==> src/rtl/mem_pkg.sv <==
// mem_pkg: widths, arbiter state type and burst-size helper shared by the
// DDR2 local-port arbiter, the memory wrapper and its clients.
package mem_pkg;

  // Local word address width
  localparam int ADDR_W    = 24;
  // Local data width (half-rate, 16-bit DDR2)
  localparam int DATA_W    = 64;
  // Burst-length field width
  localparam int SIZE_W    = 3;
  // Largest burst the controller is configured for
  localparam int MAX_BURST = 4;

  typedef enum logic [1:0] {
    IDLE = 2'd0,
    WR   = 2'd1,
    RD   = 2'd2
  } mem_arb_state_t;

  // Map a client size field onto a legal controller burst length.
  // Zero means a single beat; values past MAX_BURST are clamped so the
  // controller never sees a burst it was not generated for.
  function automatic logic [SIZE_W-1:0] norm_size(input logic [SIZE_W-1:0] size);
    logic [SIZE_W-1:0] res;
    res = size;
    if (size == '0) begin
      res = SIZE_W'(1);
    end else if (int'(size) > MAX_BURST) begin
      res = SIZE_W'(MAX_BURST);
    end
    return res;
  endfunction

endpackage

==> src/rtl/mem_arbiter_if.sv <==
// mem_arbiter_if: Avalon-style HPC local port between the arbiter (master)
// and the DDR2 controller (slave).
interface mem_arbiter_if;
  import mem_pkg::*;

  logic [ADDR_W-1:0]   local_address;
  logic [SIZE_W-1:0]   local_size;
  logic                local_burstbegin;
  logic                local_write_req;
  logic                local_read_req;
  logic [DATA_W-1:0]   local_wdata;
  logic [DATA_W/8-1:0] local_be;
  logic                local_ready;
  logic [DATA_W-1:0]   local_rdata;
  logic                local_rdata_valid;

  modport master (
    output local_address,
    output local_size,
    output local_burstbegin,
    output local_write_req,
    output local_read_req,
    output local_wdata,
    output local_be,
    input  local_ready,
    input  local_rdata,
    input  local_rdata_valid
  );

  modport slave (
    input  local_address,
    input  local_size,
    input  local_burstbegin,
    input  local_write_req,
    input  local_read_req,
    input  local_wdata,
    input  local_be,
    output local_ready,
    output local_rdata,
    output local_rdata_valid
  );

endinterface

==> src/rtl/mem_arbiter.sv <==
// mem_arbiter: shares the DDR2 controller local port between the DAQ write
// client and the readout read client, gates traffic on controller init and
// frames each client request as one local burst. Read beats in flight are
// tracked so the controller's return path is never over-subscribed.
// Optional statistics counters are built when MEM_ARB_STATS_EN is defined.
module mem_arbiter
  import mem_pkg::*;
#(
  parameter int MAX_OUTST = 16
) (
  input  logic              sys_clk,
  input  logic              reset,
  input  logic              init_done,
  // write client
  input  logic              wr_req,
  input  logic [ADDR_W-1:0] wr_addr,
  input  logic [SIZE_W-1:0] wr_size,
  input  logic [DATA_W-1:0] wr_data,
  output logic              wr_data_ack,
  // read client
  input  logic              rd_req,
  input  logic [ADDR_W-1:0] rd_addr,
  input  logic [SIZE_W-1:0] rd_size,
  output logic              rd_ack,
  output logic [DATA_W-1:0] rd_data,
  output logic              rd_data_valid,
  output logic              busy,
  // controller local port
  mem_arbiter_if.master     local_bus
`ifdef MEM_ARB_STATS_EN
  ,
  output logic [31:0]       stat_wr_bursts,
  output logic [31:0]       stat_rd_bursts,
  output logic [31:0]       stat_stall
`endif
);

  localparam int OUTST_W = $clog2(MAX_OUTST + 1);

  mem_arb_state_t     state_reg, state_next;
  logic [ADDR_W-1:0]  addr_reg, addr_next;
  logic [SIZE_W-1:0]  size_reg, size_next;
  logic [SIZE_W-1:0]  beat_reg, beat_next;
  logic [OUTST_W-1:0] outst_reg, outst_next;
  logic               last_wr_reg, last_wr_next;

  logic [SIZE_W-1:0]  wr_size_n;
  logic [SIZE_W-1:0]  rd_size_n;
  logic               rd_fits;
  logic               rd_elig;
  logic               grant_wr;
  logic               grant_rd;
  logic [SIZE_W-1:0]  outst_add;
  logic               outst_dec;
  int                 outst_sum;

  assign wr_size_n = norm_size(wr_size);
  assign rd_size_n = norm_size(rd_size);

  // A read may only start if its whole burst fits in the in-flight budget,
  // so the returned beats can always be absorbed by the readout path.
  assign rd_fits  = (int'(outst_reg) + int'(rd_size_n)) <= MAX_OUTST;
  assign rd_elig  = rd_req & rd_fits;

  // Round-robin on a tie: the client not served last wins.
  assign grant_wr = init_done & wr_req  & (~rd_elig | ~last_wr_reg);
  assign grant_rd = init_done & rd_elig & (~wr_req  | last_wr_reg);

  // Read return is a straight pass-through: no added latency.
  assign rd_data       = local_bus.local_rdata;
  assign rd_data_valid = local_bus.local_rdata_valid;
  assign outst_dec     = local_bus.local_rdata_valid;

  assign local_bus.local_be      = '1;
  assign local_bus.local_address = addr_reg;
  assign local_bus.local_size    = size_reg;

  assign busy = (state_reg != IDLE) || (outst_reg != '0);

  // State, latched burst parameters, beat counter and arbitration history
  always_ff @(posedge sys_clk) begin
    if (reset) begin
      state_reg   <= IDLE;
      addr_reg    <= '0;
      size_reg    <= '0;
      beat_reg    <= '0;
      outst_reg   <= '0;
      last_wr_reg <= 1'b0;
    end else begin
      state_reg   <= state_next;
      addr_reg    <= addr_next;
      size_reg    <= size_next;
      beat_reg    <= beat_next;
      outst_reg   <= outst_next;
      last_wr_reg <= last_wr_next;
    end
  end

  // Next state, local-port strobes and client handshakes
  always_comb begin
    state_next   = state_reg;
    addr_next    = addr_reg;
    size_next    = size_reg;
    beat_next    = beat_reg;
    last_wr_next = last_wr_reg;
    outst_add    = '0;

    local_bus.local_write_req  = 1'b0;
    local_bus.local_read_req   = 1'b0;
    local_bus.local_burstbegin = 1'b0;
    local_bus.local_wdata      = '0;
    wr_data_ack                = 1'b0;
    rd_ack                     = 1'b0;

    case (state_reg)
      IDLE: begin
        if (grant_wr) begin
          state_next = WR;
          addr_next  = wr_addr;
          size_next  = wr_size_n;
          beat_next  = '0;
        end else if (grant_rd) begin
          state_next = RD;
          addr_next  = rd_addr;
          size_next  = rd_size_n;
          beat_next  = '0;
        end
      end

      WR: begin
        local_bus.local_write_req  = 1'b1;
        local_bus.local_wdata      = wr_data;
        // Held on the first beat until the controller takes it
        local_bus.local_burstbegin = (beat_reg == '0);
        wr_data_ack                = local_bus.local_ready;
        if (local_bus.local_ready) begin
          if (beat_reg == size_reg - SIZE_W'(1)) begin
            state_next   = IDLE;
            beat_next    = '0;
            last_wr_next = 1'b1;
          end else begin
            beat_next = beat_reg + SIZE_W'(1);
          end
        end
      end

      RD: begin
        local_bus.local_read_req   = 1'b1;
        local_bus.local_burstbegin = 1'b1;
        if (local_bus.local_ready) begin
          rd_ack       = 1'b1;
          outst_add    = size_reg;
          last_wr_next = 1'b0;
          state_next   = IDLE;
        end
      end

      default: begin
        state_next = IDLE;
      end
    endcase
  end

  // Outstanding read beats: net of command accept and returned beat, clamped
  // at both ends so a spurious return beat can never wrap the counter
  always_comb begin
    outst_sum = int'(outst_reg) + int'(outst_add) - (outst_dec ? 1 : 0);
    if (outst_sum < 0) begin
      outst_sum = 0;
    end
    if (outst_sum > MAX_OUTST) begin
      outst_sum = MAX_OUTST;
    end
    outst_next = OUTST_W'(outst_sum);
  end

`ifdef MEM_ARB_STATS_EN
  logic [31:0] stat_wr_reg;
  logic [31:0] stat_rd_reg;
  logic [31:0] stat_stall_reg;
  logic        wr_done;
  logic        stall_cycle;

  assign wr_done     = wr_data_ack && (beat_reg == size_reg - SIZE_W'(1));
  assign stall_cycle = (local_bus.local_write_req | local_bus.local_read_req)
                       & ~local_bus.local_ready;

  // Saturating burst and stall counters
  always_ff @(posedge sys_clk) begin
    if (reset) begin
      stat_wr_reg    <= '0;
      stat_rd_reg    <= '0;
      stat_stall_reg <= '0;
    end else begin
      if (wr_done && (stat_wr_reg != '1)) begin
        stat_wr_reg <= stat_wr_reg + 32'd1;
      end
      if (rd_ack && (stat_rd_reg != '1)) begin
        stat_rd_reg <= stat_rd_reg + 32'd1;
      end
      if (stall_cycle && (stat_stall_reg != '1)) begin
        stat_stall_reg <= stat_stall_reg + 32'd1;
      end
    end
  end

  assign stat_wr_bursts = stat_wr_reg;
  assign stat_rd_bursts = stat_rd_reg;
  assign stat_stall     = stat_stall_reg;
`endif

endmodule
==> src/flat_wrapper.sv <==
// flat-port wrapper written by rule: the top's interface ports become plain ports
module mem_arbiter_flat import mem_pkg::*;
#(
  parameter int MAX_OUTST = 16
)
  (sys_clk, reset, init_done, wr_req, wr_addr, wr_size, wr_data, wr_data_ack, rd_req, rd_addr, rd_size, rd_ack, rd_data, rd_data_valid, busy, local_bus_local_address, local_bus_local_size, local_bus_local_burstbegin, local_bus_local_write_req, local_bus_local_read_req, local_bus_local_wdata, local_bus_local_be, local_bus_local_ready, local_bus_local_rdata, local_bus_local_rdata_valid);
  mem_arbiter_if local_bus_i ();
  input  logic sys_clk;
  input  logic reset;
  input  logic init_done;
  input  logic wr_req;
  input  logic [ADDR_W-1:0] wr_addr;
  input  logic [SIZE_W-1:0] wr_size;
  input  logic [DATA_W-1:0] wr_data;
  output logic wr_data_ack;
  input  logic rd_req;
  input  logic [ADDR_W-1:0] rd_addr;
  input  logic [SIZE_W-1:0] rd_size;
  output logic rd_ack;
  output logic [DATA_W-1:0] rd_data;
  output logic rd_data_valid;
  output logic busy;
  output wire logic [$bits(local_bus_i.local_address)-1:0] local_bus_local_address;
  output wire logic [$bits(local_bus_i.local_size)-1:0] local_bus_local_size;
  output wire logic [$bits(local_bus_i.local_burstbegin)-1:0] local_bus_local_burstbegin;
  output wire logic [$bits(local_bus_i.local_write_req)-1:0] local_bus_local_write_req;
  output wire logic [$bits(local_bus_i.local_read_req)-1:0] local_bus_local_read_req;
  output wire logic [$bits(local_bus_i.local_wdata)-1:0] local_bus_local_wdata;
  output wire logic [$bits(local_bus_i.local_be)-1:0] local_bus_local_be;
  input wire logic [$bits(local_bus_i.local_ready)-1:0] local_bus_local_ready;
  input wire logic [$bits(local_bus_i.local_rdata)-1:0] local_bus_local_rdata;
  input wire logic [$bits(local_bus_i.local_rdata_valid)-1:0] local_bus_local_rdata_valid;
  assign local_bus_local_address = local_bus_i.local_address;
  assign local_bus_local_size = local_bus_i.local_size;
  assign local_bus_local_burstbegin = local_bus_i.local_burstbegin;
  assign local_bus_local_write_req = local_bus_i.local_write_req;
  assign local_bus_local_read_req = local_bus_i.local_read_req;
  assign local_bus_local_wdata = local_bus_i.local_wdata;
  assign local_bus_local_be = local_bus_i.local_be;
  assign local_bus_i.local_ready = local_bus_local_ready;
  assign local_bus_i.local_rdata = local_bus_local_rdata;
  assign local_bus_i.local_rdata_valid = local_bus_local_rdata_valid;
  mem_arbiter #(.MAX_OUTST(MAX_OUTST)) u_core (.sys_clk(sys_clk), .reset(reset), .init_done(init_done), .wr_req(wr_req), .wr_addr(wr_addr), .wr_size(wr_size), .wr_data(wr_data), .wr_data_ack(wr_data_ack), .rd_req(rd_req), .rd_addr(rd_addr), .rd_size(rd_size), .rd_ack(rd_ack), .rd_data(rd_data), .rd_data_valid(rd_data_valid), .busy(busy), .local_bus(local_bus_i));
endmodule
==> config.mk <==
export PLATFORM = sky130hd
export DESIGN_NAME = mem_arbiter_flat
export DESIGN_NICKNAME = d
export VERILOG_FILES = /design/src/rtl/mem_pkg.sv /design/src/rtl/mem_arbiter_if.sv /design/src/rtl/mem_arbiter.sv /design/src/flat_wrapper.sv
export SDC_FILE = /design/constraint.sdc
export NUM_CORES = 1
export LEC_CHECK = 0
export CAP_MARGIN = 20
export CELL_PAD_IN_SITES_DETAIL_PLACEMENT = 0
export CELL_PAD_IN_SITES_GLOBAL_PLACEMENT = 1
export CORE_AREA = 2 2 140 142
export CTS_CLUSTER_SIZE = 40
export DETAILED_ROUTE_END_ITERATION = 10
export DIE_AREA = 0 0 142 144
export PLACE_DENSITY = 0.78
export SYNTH_ARGS = -nofsm -noshare
export SYNTH_HDL_FRONTEND = slang
export SYNTH_SLANG_ARGS = --single-unit
==> constraint.sdc <==
create_clock -name sys_clk -period 4 [get_ports sys_clk]
set_input_delay 1.2 -clock sys_clk [delete_from_list [all_inputs] [get_ports sys_clk]]
set_output_delay 1.2 -clock sys_clk [all_outputs]
set_load 0.01 [all_outputs]
==> key figures, run 1 <==
STA
  • Worst slew margin: roughly 60%
  • Tightest Pin Transition: around 0.58 ns
  • Final Hold Vio Count: 0
  • Final hold slack: approximately 0.5 ns
  • Max Freq: 257 MHz
  • Fin Clk Skew: slightly above 0.008 ns
  • Setup violators final: 0
  • Max-slew violations: 0
  • Period utilization: 97.4%
  • Tmin final: roughly 4 ns

Power
  • PD cells: around 290 nW/um^2
  • VDD IR max: around 0.00018 V
  • Leak: ~0.0023 uW

Global route
  • Grt ovf: 0
  • Total global-route track usage: 12.1%
  • Largest net degree at the start of global routing: between 60 and 70
  • Number of global-route vias before repair: between 3000 and 4000
  • Initial antenna violation count: 1
  • First-pass GRT wire length: around 19 mm

Final layout
  • Area Growth Syn to Fin: 67.5%
  • Fill count: 2032
  • Layout cells sized above 1: between 10% and 20%
  • Nets: around 800
  • Design area: between 5000 and 6000 sq um
  • Max reg flops: 24

Synthesis
  • Post-Syn Area per Cell: roughly 8.4 sq um
  • Leading post-synthesis cells by cell area: dfxtp_1, buf_4, and2_1
  • #FFs+latches synth: 38
  • Synth Flop Type: dfxtp_1
  • Ys async rst share: 0%
  • Count of flip-flops with a built-in enable after synthesis: 0
  • Netlist Area Pre-Place: ~3500 sq um
  • Sequential share of the synthesized area: 21.6%
  • Yosys top cell area share: a little over a fifth
  • Count of different cell masters after synthesis: 53
  • Syn Inst Count: approximately 420
  • Area leader, netlist: dfxtp_1
  • Ys Warns: 0

CTS
  • Worst-Skew Late Latency: slightly below 0.3 ns
  • CTS Buf Count: 5
  • Max H-tree Level: 2
  • Clock buffer depth: 2
  • CTS Hold Bufs: 0
  • CTS clk-pin slew, worst paths: approximately 0.06 ns
  • Sink Count: 38
  • CTS tree: yes
  • Clock root buffer: clkbuf_16

Routing
  • Initial DRC Count: roughly 130
  • DRT antenna net count: 0
  • Via count: 3430
  • Post-DR wirelength/cell: approximately 17 um
  • Drc violations: 0
  • Via-to-Cell Ratio: about 4.1
  • Drt total wl: between 10 and 15 mm
  • Detailed Routing Iterations Pass 1: 4

Placement
  • Post-DP Area: about 5600 sq um
  • DP HPWL: between 10 and 15 mm
  • GPL Wtd Cong: between 0.7 and 0.8
  • IO Port Bufs: ~220

Critical path
  • Nature of the critical path startpoint: input pin
  • Crit path kind: in2reg
  • Worst EP arrival: 4.06 ns
  • CP Capture Type: flip-flop
  • Peak fanout along the critical path: 14
  • Data required, critical path: 4.16 ns

Flow run
  • Max-cap violation count: 0

Min path
  • Hold crit path type: reg2reg

Die
  • Row count: 51
  • Starting density of the core: about 18%
  • Total I/O pin count: approximately 360
  • Die W: approximately 140 um
  • Die area: roughly 20000 sq um
  • Die Span Y: approximately 140 um
  • Core area: ~19000 sq um

Status
  • Status: complete, no violations
Yosys cell counts, types with 4 or more instances:
cell       instances
mux2i_1           25
nor2b_1            6
ha_1              15
dfxtp_1           38
inv_1             13
buf_4             75
clkbuf_1          12
and2_1            66
nor2_1            36
nand3_1            5
nand2_1           18
o21ai_0            7
and3_1             4
a211oi_1          10
a21oi_1            4
a211oi_2          16
buf_2              4
xor2_1             5
a2111oi_0          4
worst max-delay path, stage by stage:
cell and delay (ns):
clkdlybuf4s50_1 0.45, inv_1 0.06, a21oi_2 0.16, ha_2 0.20, fa_1 0.43, or3_4 0.37
o31ai_4 0.22, o21ai_4 0.11, o21ai_4 0.18, buf_12 0.14, clkbuf_16 0.19, mux2i_1 0.24
a211oi_2 0.09
metrics by stage:
stage               power, uW  utilization [%]  std cells  setup TNS [ns]  setup slack, ns
floorplan                 934                -        424               0            0.262
global placement         1280             29.4        816           -6.59           -0.478
detailed placement       1290             29.4        816           -9.46           -0.665
CTS                      1720             30.3        825               0          0.00750
global route             1830             30.9        830         -0.0634          -0.0385
finish                   1710             30.9        832               0            0.106
layer usage:
metal	global-route usage (%)	part of all wire, %	vias to the layer above
met2	22.3	53	148
met5	0	0	-
met4	3.68	1.7	0
met1	13.6	38	1573
li1	-	-	1681
met3	3.28	6.9	28
power breakdown:
group	total, uW	internal [uW]	switching [uW]
sequential	471	429	41.4
clock	406	247	159
combinational	835	471	365
total	1710	1150	565
kinds of logic (layout without fill, tap and decap cells):
family | Yosys count | count (layout) | synth area share [%]
adder cells (fa/ha/maj) | 17 | 17 | 6.47
other | 1 | 10 | 0.107
buffers and inverters | 107 | 275 | 20.7
multiplexers | 25 | 25 | 7.11
AO/OA/AOI/OAI | 69 | 69 | 18.1
XOR/XNOR | 9 | 9 | 2.63
AND/OR/NAND/NOR | 151 | 151 | 23.3
flip-flops | 38 | 38 | 21.6
cell usage in the layout (no fill, tap or decap), types with 3 or more instances in the layout:
master / count
ha_1: 13
nand2_1: 18
xnor2_1: 3
o21bai_1: 3
nor3_1: 3
nand3_1: 5
o21ai_0: 6
dfxtp_1: 38
inv_1: 13
nor2_1: 36
conb_1: 8
clkbuf_16: 7
a211oi_1: 10
mux2i_1: 25
buf_12: 4
a21oi_2: 3
buf_4: 26
a2111oi_2: 4
and3_1: 4
xor2_1: 5
nor2b_1: 5
a211oi_2: 16
clkdlybuf4s50_1: 220
a21oi_1: 3
nor3b_1: 3
o21a_1: 3
and2_1: 66
timing repair:
item,CTS,global route
pin swaps,0,5
setup endpoints to repair,4,29
setup buffers,1,3
cloned,0,2
gates resized for setup,7,10
cell type report:
type	count	area (sq um)	share of cell area [%]
inverter	13	48.8	0.827
timing repair buffer	254	2540	43.0
tap	238	298	5.05
sequential	38	761	12.9
multi-input combinational	279	2100	35.5
clock inverter	2	12.5	0.212
clock buffer	6	139	2.36
antenna	2	5.00	0.0849
final timing paths:
kind                                                                      start  cells after the start                                              end  slack (ns)
worst min-delay path            u_core.local_bus.local_address[18]$_SDFFE_PP0P_                      2  u_core.local_bus.local_address[18]$_SDFFE_PP0P_        0.50
worst min register to register  u_core.local_bus.local_address[18]$_SDFFE_PP0P_                      2  u_core.local_bus.local_address[18]$_SDFFE_PP0P_        0.50
worst max-delay path                                                 rd_size[0]                     13  u_core.local_bus.local_address[12]$_SDFFE_PP0P_        0.11
worst max register to register                 u_core.state_reg[0]$_SDFFE_PP0P_                     18                   u_core.outst_reg[3]$_SDFF_PP0_        0.49
(Power assumes the default switching activity.)
==> inputs of run 2 (changes only) <==
Settings changed: CORE_AREA 2 2 140 142 to 2 2 125 176, DIE_AREA 0 0 142 144 to 0 0 127 178, PLACE_DENSITY 0.78 to 0.74.
Clock period 4 ns to 3.4 ns, I/O delays scaled along.
==> key figures, run 2 (same netlist as run 1, synthesis figures left out) <==
Die
  • Row count: 63 (was 51)
  • Core area: 21000 sq um (was 19100 sq um)
  • Total I/O pin count: 359 (unchanged)
  • Die Span Y: 178 um (was 144 um)
  • Die area: 22600 sq um (was 20400 sq um)
  • Starting density of the core: 16.8% (was 18.4%)
  • Die W: 127 um (was 142 um)

Critical path
  • CP bufs+invs: 2 (was 4)
  • CP top delay family: simple AND/OR/NAND/NOR gates (was buffers and inverters)
  • CP Capture Type: flip-flop (unchanged)
  • Data required, critical path: 3.56 ns (was 4.16 ns)
  • CP most frequent cell: ha_4 (was o21ai_4)
  • Worst reg2reg path depth: 17 (was 18)
  • Worst EP arrival: 3.54 ns (was 4.06 ns)
  • Crit path kind: in2reg (unchanged)
  • Reg-to-Reg End: u_core.outst_reg[2]$_SDFF_PP0_ (was u_core.outst_reg[3]$_SDFF_PP0_)
  • Critical-path cell list: buf_8, and3_4, ha_4, inv_2, fa_2, nor2b_2, o21ai_1, xor2_1, nand2_1, nor2_2, ha_4, and2b_2, o21bai_1, a21boi_1, o21ai_2, a2111oi_2 (was clkdlybuf4s50_1, inv_1, a21oi_2, ha_2, fa_1, or3_4, o31ai_4, o21ai_4, o21ai_4, buf_12, clkbuf_16, mux2i_1, a211oi_2)
  • Worst Setup EP: u_core.outst_reg[2]$_SDFF_PP0_ (was u_core.local_bus.local_address[12]$_SDFFE_PP0P_)
  • Nature of the critical path startpoint: input pin (unchanged)
  • Worst R2R Setup Slack: 0.15 ns (was 0.49 ns)
  • Slowest cell on crit path: fa_2 (was clkdlybuf4s50_1)
  • Critical path depth in cells: 16 (was 13)
  • Largest stage delay, worst path: 0.36 ns (was 0.45 ns)
  • Setup crit start: local_bus_local_ready (was rd_size[0])
  • Peak fanout along the critical path: 4 (was 14)
  • Reg-to-reg startpoint: u_core.state_reg[0]$_SDFFE_PP0P_ (unchanged)

Final layout
  • Area Growth Syn to Fin: 81.9% (was 67.5%)
  • # diodes: 0 (was 2)
  • Final std cells w/o fill: 878 (was 832)
  • Nets: 823 (was 797)
  • Layout cells sized above 1: 21.5% (was 13.2%)
  • Design area: 6400 sq um (was 5900 sq um)
  • Most frequent cells in the layout: clkdlybuf4s50_1, and2_1, buf_4 (was clkdlybuf4s50_1, and2_1, dfxtp_1)
  • Commonest non-fill, non-tap cell in the layout: clkdlybuf4s50_1 (unchanged)
  • Max reg flops: 24 (unchanged)

STA
  • Final hold slack: 0.503 ns (was 0.498 ns)
  • Fin worst setup slack: 0.0203 ns (was 0.106 ns)
  • Setup violators final: 0 (unchanged)
  • Max-slew violations: 0 (unchanged)
  • Final Hold Vio Count: 0 (unchanged)
  • Fin Clk Skew: 0.00471 ns (was 0.00824 ns)
  • RSZ-0062 raised after global routing: yes
  • Max Freq: 296 MHz
  • Period utilization: slightly below 100%
  • Tmin final: 3.38 ns

Routing
  • Initial DRC Count: 104 (was 129)
  • Via count: 3500 (was 3430)
  • Drc violations: 0 (unchanged)
  • Post-DR wirelength/cell: 15.3 um (was 16.5 um)
  • DRT antenna net count: 0 (unchanged)
  • Drt total wl: 13.4 mm (was 13.7 mm)
  • Via-to-Cell Ratio: 3.99 (was 4.12)
  • Detailed Routing Iterations Pass 1: 4 (unchanged)

CTS
  • CTS Hold Bufs: 0 (unchanged)
  • CTS tree: yes (unchanged)
  • Clock root buffer: clkbuf_16 (unchanged)
  • Sink Count: 38 (unchanged)
  • Max H-tree Level: 2 (unchanged)
  • Worst-Skew Late Latency: 0.29 ns (about the same)
  • CTS clk-pin slew, worst paths: 0.06 ns (about the same)
  • CTS Buf Count: 5 (unchanged)
  • Clock buffer depth: 2 (unchanged)

Placement
  • DP HPWL: 9.73 mm (was 11.4 mm)
  • IO Port Bufs: 222 (unchanged)
  • Pre-CTS setup slack: -0.789 ns (was -0.665 ns)
  • Placed Instances: 849 (was 816)
  • GPL Wtd Cong: 0.764 (was 0.790)
  • Post-DP Area: 5780 sq um (was 5620 sq um)

Global route
  • Initial antenna violation count: 0 (was 1)
  • Grt ovf: 0 (unchanged)
  • First-pass GRT wire length: 18.6 mm (was 18.9 mm)
  • Number of global-route vias before repair: 3454 (was 3347)
  • Largest net degree at the start of global routing: 61 (was 66)
  • Total global-route track usage: 10.6% (was 12.1%)

Min path
  • Hold crit path type: reg2reg (unchanged)
  • Hold Crit Start: u_core.local_bus.local_address[17]$_SDFFE_PP0P_ (was u_core.local_bus.local_address[18]$_SDFFE_PP0P_)

Status
  • Status: complete, no violations (unchanged)

Power
  • Net Switching: 728 uW (was 565 uW)
  • Internal Power: 1460 uW (was 1150 uW)
  • Sequential share of power: 25.3% (was 27.5%)
  • Clock share of power: 22.4% (was 23.7%)
  • Pwr Total: 2190 uW (was 1710 uW)
  • Comb power frac: 52.3% (was 48.8%)
  • Sw Share: 33.3% (was 33.0%)
  • Leak: 0.00245 uW (was 0.00231 uW)
  • PD cells: 342 nW/um^2 (was 290 nW/um^2)
  • VDD IR max: 0.000172 V (was 0.000176 V)

Flow run
  • Max-cap violation count: 0 (unchanged)
run 2: worst min path at each step:
stage                                                      end  slack [ns]  depth (start not counted)
3_3_place_gp    u_core.local_bus.local_address[2]$_SDFFE_PP0P_        0.49                          2
2_1_floorplan                 u_core.state_reg[1]$_SDFFE_PP0P_        0.48                          2
4_1_cts        u_core.local_bus.local_address[17]$_SDFFE_PP0P_        0.50                          2
3_5_place_dp   u_core.local_bus.local_address[17]$_SDFFE_PP0P_        0.49                          2
5_1_grt        u_core.local_bus.local_address[20]$_SDFFE_PP0P_        0.53                          2
6_report       u_core.local_bus.local_address[17]$_SDFFE_PP0P_        0.50                          2
run 2: metrics by stage:
step	utilization [%]	TNS, ns
2_1_floorplan	-	0
3_3_place_gp	27.6	-20.91
3_5_place_dp	27.6	-21.80
4_1_cts	29.2	0
5_1_grt	30.5	-0.587
6_report	30.5	0
run 2: timing repair:
action                                  CTS  global route
gates resized for setup                  27            40
endpoints found under the setup margin   36            33
pin swaps                                14            27
gates cloned                              3             2
buffers inserted                         12             5
run 2: cell type report:
cell class,instances,area (sq um)
repair buffers,280,2820
inverters,13,51.3
multi-input cells,279,2290
well taps,260,325
flip-flops and latches,38,761
clock buffers,6,139
clock inverters,2,12.5
fillers,2210,14600
run 2: metal layers:
| layer | vias up | GRT usage (%) | routed length (um) |
|---|---|---|---|
| li1 | 1730 | - | - |
| met1 | 1602 | 11.7 | 4910 |
| met2 | 126 | 19.0 | 7210 |
| met3 | 42 | 2.82 | 888 |
| met4 | 0 | 4.58 | 430 |
| met5 | - | 0 | 0 |
run 2: tightest hold or removal path, delay by kind of cell, from the launching register on:
family           cells  cell delay (ns)
flip-flops           1             0.31
AO/OA/AOI/OAI        1             0.05
AND/OR/NAND/NOR      1             0.10
run 2: power by group through the flow:
stage          Sequential, uW  Clock (uW)  Combinational (uW)
5_1_grt                   561         538                1240
4_1_cts                   552         528                1050
3_5_place_dp              560           0                 993
3_3_place_gp              562           0                 989
2_1_floorplan             568           0                 543
6_report                  553         491                1150
==> inputs of run 3 (changes only) <==
Settings changed: ABC_AREA from default to 0, GPL_ROUTABILITY_DRIVEN from default to 0.
==> results of run 3 <==
Same layout as run 2: the final DEF is identical, and so are final timing and power.
